$ cat src/rtl/idma_nd_decomposer.sv
// N-dimensional job to 1-D burst unroller for the iDMA backend.
// Walks an index odometer with running per-dimension address bases.
module idma_nd_decomposer #(
   parameter int unsigned NumDim         = 3,
   parameter int unsigned AddrWidth      = 32,
   parameter int unsigned LenWidth       = 32,
   parameter int unsigned RepWidth       = 32,
   parameter int unsigned StrideWidth    = 32,
   parameter int unsigned MaxOutstanding = 8
) (
   input  logic                               clk_i,
   input  logic                               rst_i,
   input  logic                               nd_req_valid_i,
   output logic                               nd_req_ready_o,
   input  logic [AddrWidth-1:0]               nd_req_src_addr_i,
   input  logic [AddrWidth-1:0]               nd_req_dst_addr_i,
   input  logic [LenWidth-1:0]                nd_req_length_i,
   input  logic [(NumDim-1)*RepWidth-1:0]     nd_req_reps_i,
   input  logic [(NumDim-1)*StrideWidth-1:0]  nd_req_src_strides_i,
   input  logic [(NumDim-1)*StrideWidth-1:0]  nd_req_dst_strides_i,
   output logic                               burst_req_valid_o,
   input  logic                               burst_req_ready_i,
   output logic [AddrWidth-1:0]               burst_req_src_addr_o,
   output logic [AddrWidth-1:0]               burst_req_dst_addr_o,
   output logic [LenWidth-1:0]                burst_req_length_o,
   output logic                               burst_req_last_o,
   input  logic                               burst_rsp_valid_i,
   output logic                               burst_rsp_ready_o,
   input  logic                               burst_rsp_error_i,
   output logic                               nd_rsp_valid_o,
   input  logic                               nd_rsp_ready_i,
   output logic                               nd_rsp_error_o,
   output logic                               busy_o
);
   localparam int unsigned Nd = NumDim - 1;
   localparam int unsigned PW = $clog2(MaxOutstanding + 1);

   localparam logic [1:0] Idle  = 2'd0;
   localparam logic [1:0] Issue = 2'd1;
   localparam logic [1:0] Drain = 2'd2;
   localparam logic [1:0] Resp  = 2'd3;

   logic [1:0]             state;
   logic [AddrWidth-1:0]   sb     [Nd];
   logic [AddrWidth-1:0]   db     [Nd];
   logic [RepWidth-1:0]    reps_q [Nd];
   logic [RepWidth-1:0]    idx    [Nd];
   logic [StrideWidth-1:0] ss_q   [Nd];
   logic [StrideWidth-1:0] ds_q   [Nd];
   logic [LenWidth-1:0]    len_q;
   logic [PW-1:0]          pend;
   logic [PW-1:0]          pend_next;
   logic                   err_q;
   logic [Nd-1:0]          wrap;
   logic [Nd-1:0]          inc;
   logic [Nd-1:0]          clr;
   logic                   any_zero;
   logic [AddrWidth-1:0]   nsrc;
   logic [AddrWidth-1:0]   ndst;
   logic                   req_hs;
   logic                   rsp_hs;

   assign nd_req_ready_o       = state == Idle;
   assign busy_o               = state != Idle;
   assign burst_rsp_ready_o    = (state == Issue) || (state == Drain);
   assign burst_req_valid_o    = (state == Issue) && (pend < PW'(MaxOutstanding));
   assign burst_req_last_o     = (state == Issue) && (&wrap);
   assign burst_req_src_addr_o = sb[0];
   assign burst_req_dst_addr_o = db[0];
   assign burst_req_length_o   = len_q;
   assign nd_rsp_valid_o       = state == Resp;
   assign nd_rsp_error_o       = err_q;

   assign req_hs = burst_req_valid_o && burst_req_ready_i;
   assign rsp_hs = burst_rsp_valid_i && burst_rsp_ready_o && (pend != '0);

   // Odometer carry: the lowest non-wrapping dim steps, all below it restart
   // from that dim's new base.
   always_comb begin
      logic c;
      c        = 1'b1;
      any_zero = 1'b0;
      wrap     = '0;
      inc      = '0;
      clr      = '0;
      nsrc     = sb[0];
      ndst     = db[0];
      for (int k = 0; k < Nd; k++) begin
         any_zero = any_zero | (nd_req_reps_i[k*RepWidth +: RepWidth] == '0);
         wrap[k]  = idx[k] == (reps_q[k] - RepWidth'(1));
         inc[k]   = c & ~wrap[k];
         clr[k]   = c & wrap[k];
         c        = c & wrap[k];
         if (inc[k]) begin
            nsrc = sb[k] + AddrWidth'($signed(ss_q[k]));
            ndst = db[k] + AddrWidth'($signed(ds_q[k]));
         end
      end
   end

   always_comb begin
      pend_next = pend;
      if (req_hs && !rsp_hs) pend_next = pend + PW'(1);
      else if (!req_hs && rsp_hs) pend_next = pend - PW'(1);
   end

   always_ff @(posedge clk_i or posedge rst_i) begin
      if (rst_i) begin
         state <= Idle;
         len_q <= '0;
         pend  <= '0;
         err_q <= 1'b0;
         for (int k = 0; k < Nd; k++) begin
            sb[k]     <= '0;
            db[k]     <= '0;
            reps_q[k] <= '0;
            idx[k]    <= '0;
            ss_q[k]   <= '0;
            ds_q[k]   <= '0;
         end
      end else begin
         pend <= pend_next;
         if (rsp_hs) err_q <= err_q | burst_rsp_error_i;
         if (req_hs) begin
            for (int k = 0; k < Nd; k++) begin
               if (clr[k]) begin
                  idx[k] <= '0;
                  sb[k]  <= nsrc;
                  db[k]  <= ndst;
               end else if (inc[k]) begin
                  idx[k] <= idx[k] + RepWidth'(1);
                  sb[k]  <= nsrc;
                  db[k]  <= ndst;
               end
            end
         end
         unique case (state)
            Idle: begin
               if (nd_req_valid_i) begin
                  len_q <= nd_req_length_i;
                  pend  <= '0;
                  err_q <= 1'b0;
                  for (int k = 0; k < Nd; k++) begin
                     sb[k]     <= nd_req_src_addr_i;
                     db[k]     <= nd_req_dst_addr_i;
                     idx[k]    <= '0;
                     reps_q[k] <= nd_req_reps_i[k*RepWidth +: RepWidth];
                     ss_q[k]   <= nd_req_src_strides_i[k*StrideWidth +: StrideWidth];
                     ds_q[k]   <= nd_req_dst_strides_i[k*StrideWidth +: StrideWidth];
                  end
                  state <= any_zero ? Resp : Issue;
               end
            end
            Issue: if (req_hs && (&wrap)) state <= Drain;
            Drain: if (pend_next == '0) state <= Resp;
            Resp:  if (nd_rsp_ready_i) state <= Idle;
            default: state <= Idle;
         endcase
      end
   end

   // Responses are only legal against an outstanding burst.
   always @(posedge clk_i) begin
      if (!rst_i) begin
         assert (!burst_rsp_valid_i || (burst_rsp_ready_o && (pend != '0)));
      end
   end

endmodule
$ cat config.mk
export PLATFORM = sky130hd
export DESIGN_NAME = idma_nd_decomposer
export DESIGN_NICKNAME = d
export VERILOG_FILES = /design/src/rtl/idma_nd_decomposer.sv
export SDC_FILE = /design/constraint.sdc
export NUM_CORES = 2
export LEC_CHECK = 0
export BUFFER_PORTS_ARGS = -buffer_cell sky130_fd_sc_hd__buf_2
export CAP_MARGIN = 20
export CORE_UTILIZATION = 50
export CTS_BUF_LIST = sky130_fd_sc_hd__clkbuf_2 sky130_fd_sc_hd__clkbuf_4 sky130_fd_sc_hd__clkbuf_8
export DETAILED_ROUTE_END_ITERATION = 10
export GPL_TIMING_DRIVEN = 0
export PLACE_DENSITY = 0.7
export SYNTH_ARGS = -nofsm -noshare
export SYNTH_HDL_FRONTEND = slang
export SYNTH_SLANG_ARGS = --single-unit
$ cat constraint.sdc
create_clock -name clk_i -period 26.4 [get_ports clk_i]
set_input_delay 1.32 -clock clk_i [delete_from_list [all_inputs] [get_ports clk_i]]
set_output_delay 1.32 -clock clk_i [all_outputs]
set_load 0.02 [all_outputs]
==> metrics.json <==
{
  "die": {
    "die_w_um": 237.7,
    "core_area_um2": 54990,
    "floorplan.rows": 86,
    "floorplan.io_pins": 398,
    "floorplan.die_area_um2": 56480,
    "dieHeight_um": 237.7,
    "start_util_pct": 50.50
  },
  "clocking": {
    "cts_root_buffer": "clkbuf_8",
    "number_of_buffers_inserted_by_post_cts_setup_repair": 0,
    "clock_insertion_delay_worst_skew_ns": 0.70,
    "tritoncts_buffers": 78,
    "ctsHtreeMaxLevel": 3,
    "cts.sinks": 423,
    "path_clk_slew_ns": 0.06,
    "cts.path.max_buffers": 3,
    "cts_tree": "yes",
    "gates_resized_cts_repair": 0,
    "cts.hold.buffers_added": 0
  },
  "timing": {
    "max_fclk_mhz": 151.2,
    "layout_setup_ws_ns": 19.79,
    "setup_viol": 0,
    "finClkSkew_ns": 0.03373,
    "finalHoldViolations": 0,
    "fin_setup_tns_ns": 0,
    "grt_setup_unrepaired": "no",
    "maxSlewHeadroom_pct": 20.25,
    "post-route-min-period_ns": 6.613,
    "finalCritPeriodShare_pct": 25.05,
    "tightest_slew_ns": 1.196,
    "report.final.slew_viol_count": 0
  },
  "critical_path": {
    "critical_path.reg2reg.endpoint": "burst_req_dst_addr_o[17]",
    "timing.reg2reg.setup_slack_ns": 20.87,
    "cp_max_fo": 10,
    "r2r.worst_path.cells": 13,
    "worstSetupStartpoint": "reps_q[42]",
    "cp.arrival_ns": 5.29,
    "critical_path.endpoint_type": "primary output",
    "cp_data_required_time_ns": 25.08,
    "criticalPathCategory": "register to primary output",
    "worst_setup_path_start_kind": "register",
    "rr_startpoint": "reps_q[0]"
  },
  "pwr": {
    "total_power_mw": 4.360,
    "power-per-cell-area_nw_per_um2": 134.2,
    "ir_worst_vdd_v": 0.00008586,
    "leakage_nw": 15.70
  },
  "place": {
    "placement.io_buffers": 397,
    "place_worst_setup_slack_ns": 20.60,
    "hpwlAfterDp_mm": 74.91,
    "gpl.final_weighted_congestion": 0.9872
  },
  "cells_and_area": {
    "final.fill_count": 5198,
    "fraction_of_final_layout_cells_with_drive_strength_greater_than_1_pct": 17.56,
    "register_area_um2": 10590,
    "final_net_count": 4294,
    "area_growth_syn_to_layout_pct": 17.03,
    "multiInputGateArea_um2": 15830,
    "finalCoreUtilization_pct": 59.10
  },
  "flow_run": {
    "max_cap_viol_count": 0
  },
  "synth": {
    "postSynth.topFlopCell": "dfrtp_1",
    "post_synth_instance_area_um2": 27770,
    "post_synth_inst_count": 3377,
    "netlist_top_cells_area": "dfrtp_1, nand2_1, ha_1",
    "yosys_register_bits": 423,
    "netlist.area_leader.share_pct": 38.12,
    "postSynth.asyncResetShare_pct": 100.0,
    "library_cells_used_by_synthesis": 82,
    "ys_seq_area_share_pct": 38.12,
    "mappedNetlistNets": 3810,
    "ys_warn_count": 0,
    "avgSynthCellArea_um2": 8.223,
    "number_of_enable_type_register_cells_in_the_synthesized_netlist": 0,
    "yosysTopAreaCell": "dfrtp_1"
  },
  "routing": {
    "drt_iter0_markers": 2521,
    "routed_wire_length_per_instance_um": 21.44,
    "drtPass1Iterations": 6,
    "num_vias": 27411,
    "route.detailed.drc": 0,
    "viasPerCell": 5.865,
    "detail_route.wirelength_mm": 100.2,
    "drtAntennaViolNets": 0
  },
  "global_route": {
    "grt_first_pass_wirelength_mm": 151.0,
    "gr-usage-all-layers_pct": 35.19,
    "remaining_global_route_overflow": 0,
    "largest_net_degree_at_the_start_of_global_routing": 127,
    "first_global_vias": 25878,
    "initial_antenna_violation_count": 7
  },
  "worst_hold_path": {
    "worst_hold_startpoint": "burst_req_length_o[17]",
    "worst_hold_path_type": "register to register",
    "hold_depth": 2,
    "min_to": "burst_req_length_o[17]"
  },
  "run_status": {
    "status": "finished clean"
  }
}
==> cells in the final DEF, fill, tap and decap left out, types with 19 or more instances in the layout <==
| cell | instances |
|---|---|
| o211ai_1 | 48 |
| o21a_1 | 25 |
| inv_1 | 61 |
| clkbuf_8 | 99 |
| o21ai_0 | 197 |
| ha_1 | 134 |
| a211oi_1 | 35 |
| nor3_1 | 56 |
| a21o_1 | 66 |
| dfrtp_1 | 423 |
| nand4_1 | 46 |
| buf_2 | 423 |
| nor2_1 | 226 |
| xnor2_1 | 144 |
| a21oi_1 | 157 |
| and3_1 | 25 |
| xor2_1 | 96 |
| or3_1 | 29 |
| mux2i_1 | 54 |
| nand3_1 | 89 |
| buf_4 | 66 |
| clkbuf_1 | 122 |
| nand2_1 | 884 |
| a31oi_1 | 35 |
| clkbuf_4 | 22 |
| o31ai_1 | 19 |
| nor4_1 | 39 |
==> stage by stage <==
step	area, µm²	std cells	hold WS (ns)
after floorplan	27770	3377	0.4497
after global placement	30690	4522	0.4543
after detailed placement	30820	4528	0.4567
after CTS	32460	4665	0.4716
after global routing	32490	4670	0.4912
final	32500	4674	0.4672
==> area by class of cell <==
cell class | count | area share [%]
timing repair buffer | 404 | 6.530
inverter | 62 | 0.7392
antenna | 8 | 0.06160
clock inverter | 16 | 0.3542
buffer | 221 | 3.461
tap | 748 | 2.880
sequential | 423 | 32.57
clock buffer | 121 | 4.701
multi-input combinational | 2671 | 48.70
==> cells in the mapped netlist (all sizes together), types with 13 or more instances <==
library cell,number
o31ai,19
nand2,885
buf,99
mux2i,54
a31oi,35
nor4,46
clkbuf,122
and4,14
or4,16
o211ai,48
a211oi,35
o21bai,14
nor2,226
xor2,96
nand4,48
a21o,66
o21a,25
dfrtp,423
nor2b,16
inv,62
ha,134
and3,25
o21ai,201
xnor2,144
nor3,58
a21oi,157
or3,29
nand2b,18
nand3,89
and2,13
==> critical path, stage by stage (launching register included) <==
cell and delay [ns]:
dfrtp_1 0.46, nor4_1 0.60, nand4_1 0.29, or4_1 0.59, o31a_1 0.37, a211oi_1 0.41
and2_1 0.27, buf_4 0.21, clkbuf_1 0.80, and4_1 0.41, buf_2 0.19
==> logic make-up (layout without fill, tap and decap cells) <==
group	Yosys count	in the layout	share of synthesized area, %
DFF	423	423	38.12
and+or+nand+nor	1519	1519	24.44
AOI/OAI and AO/OA	709	709	16.27
buffers and inverters	283	824	4.889
xor gates and xnor gates	240	240	7.570
other	0	8	0
muxes	65	65	2.393
adders and majority gates	138	138	6.326
==> per-layer routing <==
metal	up-vias	global-route usage (%)	part of all wire, %
li1	12714	-	-
met5	-	0	0.044
met2	1373	53.74	44
met3	319	8.234	9.3
met4	2	17.60	5.3
met1	13003	46.71	41
==> report_power, final <==
part	switching [mW]	leakage (nW)	total (mW)	internal [mW]
sequential	0.276	5.35	1.19	0.911
combinational	1.50	9.48	2.49	0.995
clock	0.304	0.871	0.681	0.377
total	2.08	15.7	4.36	2.28
==> registers in the layout (all words and copies together) (netlist names) <==
name	flops
burst_req_length_o	32
burst_req_dst_addr_o	32
burst_req_src_addr_o	32
ss_q	64
idx	64
pend	4
state	2
ds_q	64
db	32
nd_rsp_error_o	1
reps_q	64
sb	32
==> worst max-delay path by stage <==
stage / endpoint / depth (start not counted)
3_3_place_gp: ds_q[42] / 2
2_1_floorplan: burst_req_dst_addr_o[0] / 1
3_5_place_dp: burst_req_last_o / 10
4_1_cts: burst_req_last_o / 10
6_report: burst_req_last_o / 10
5_1_grt: burst_req_last_o / 10
Power figures use the tool's default switching activity.
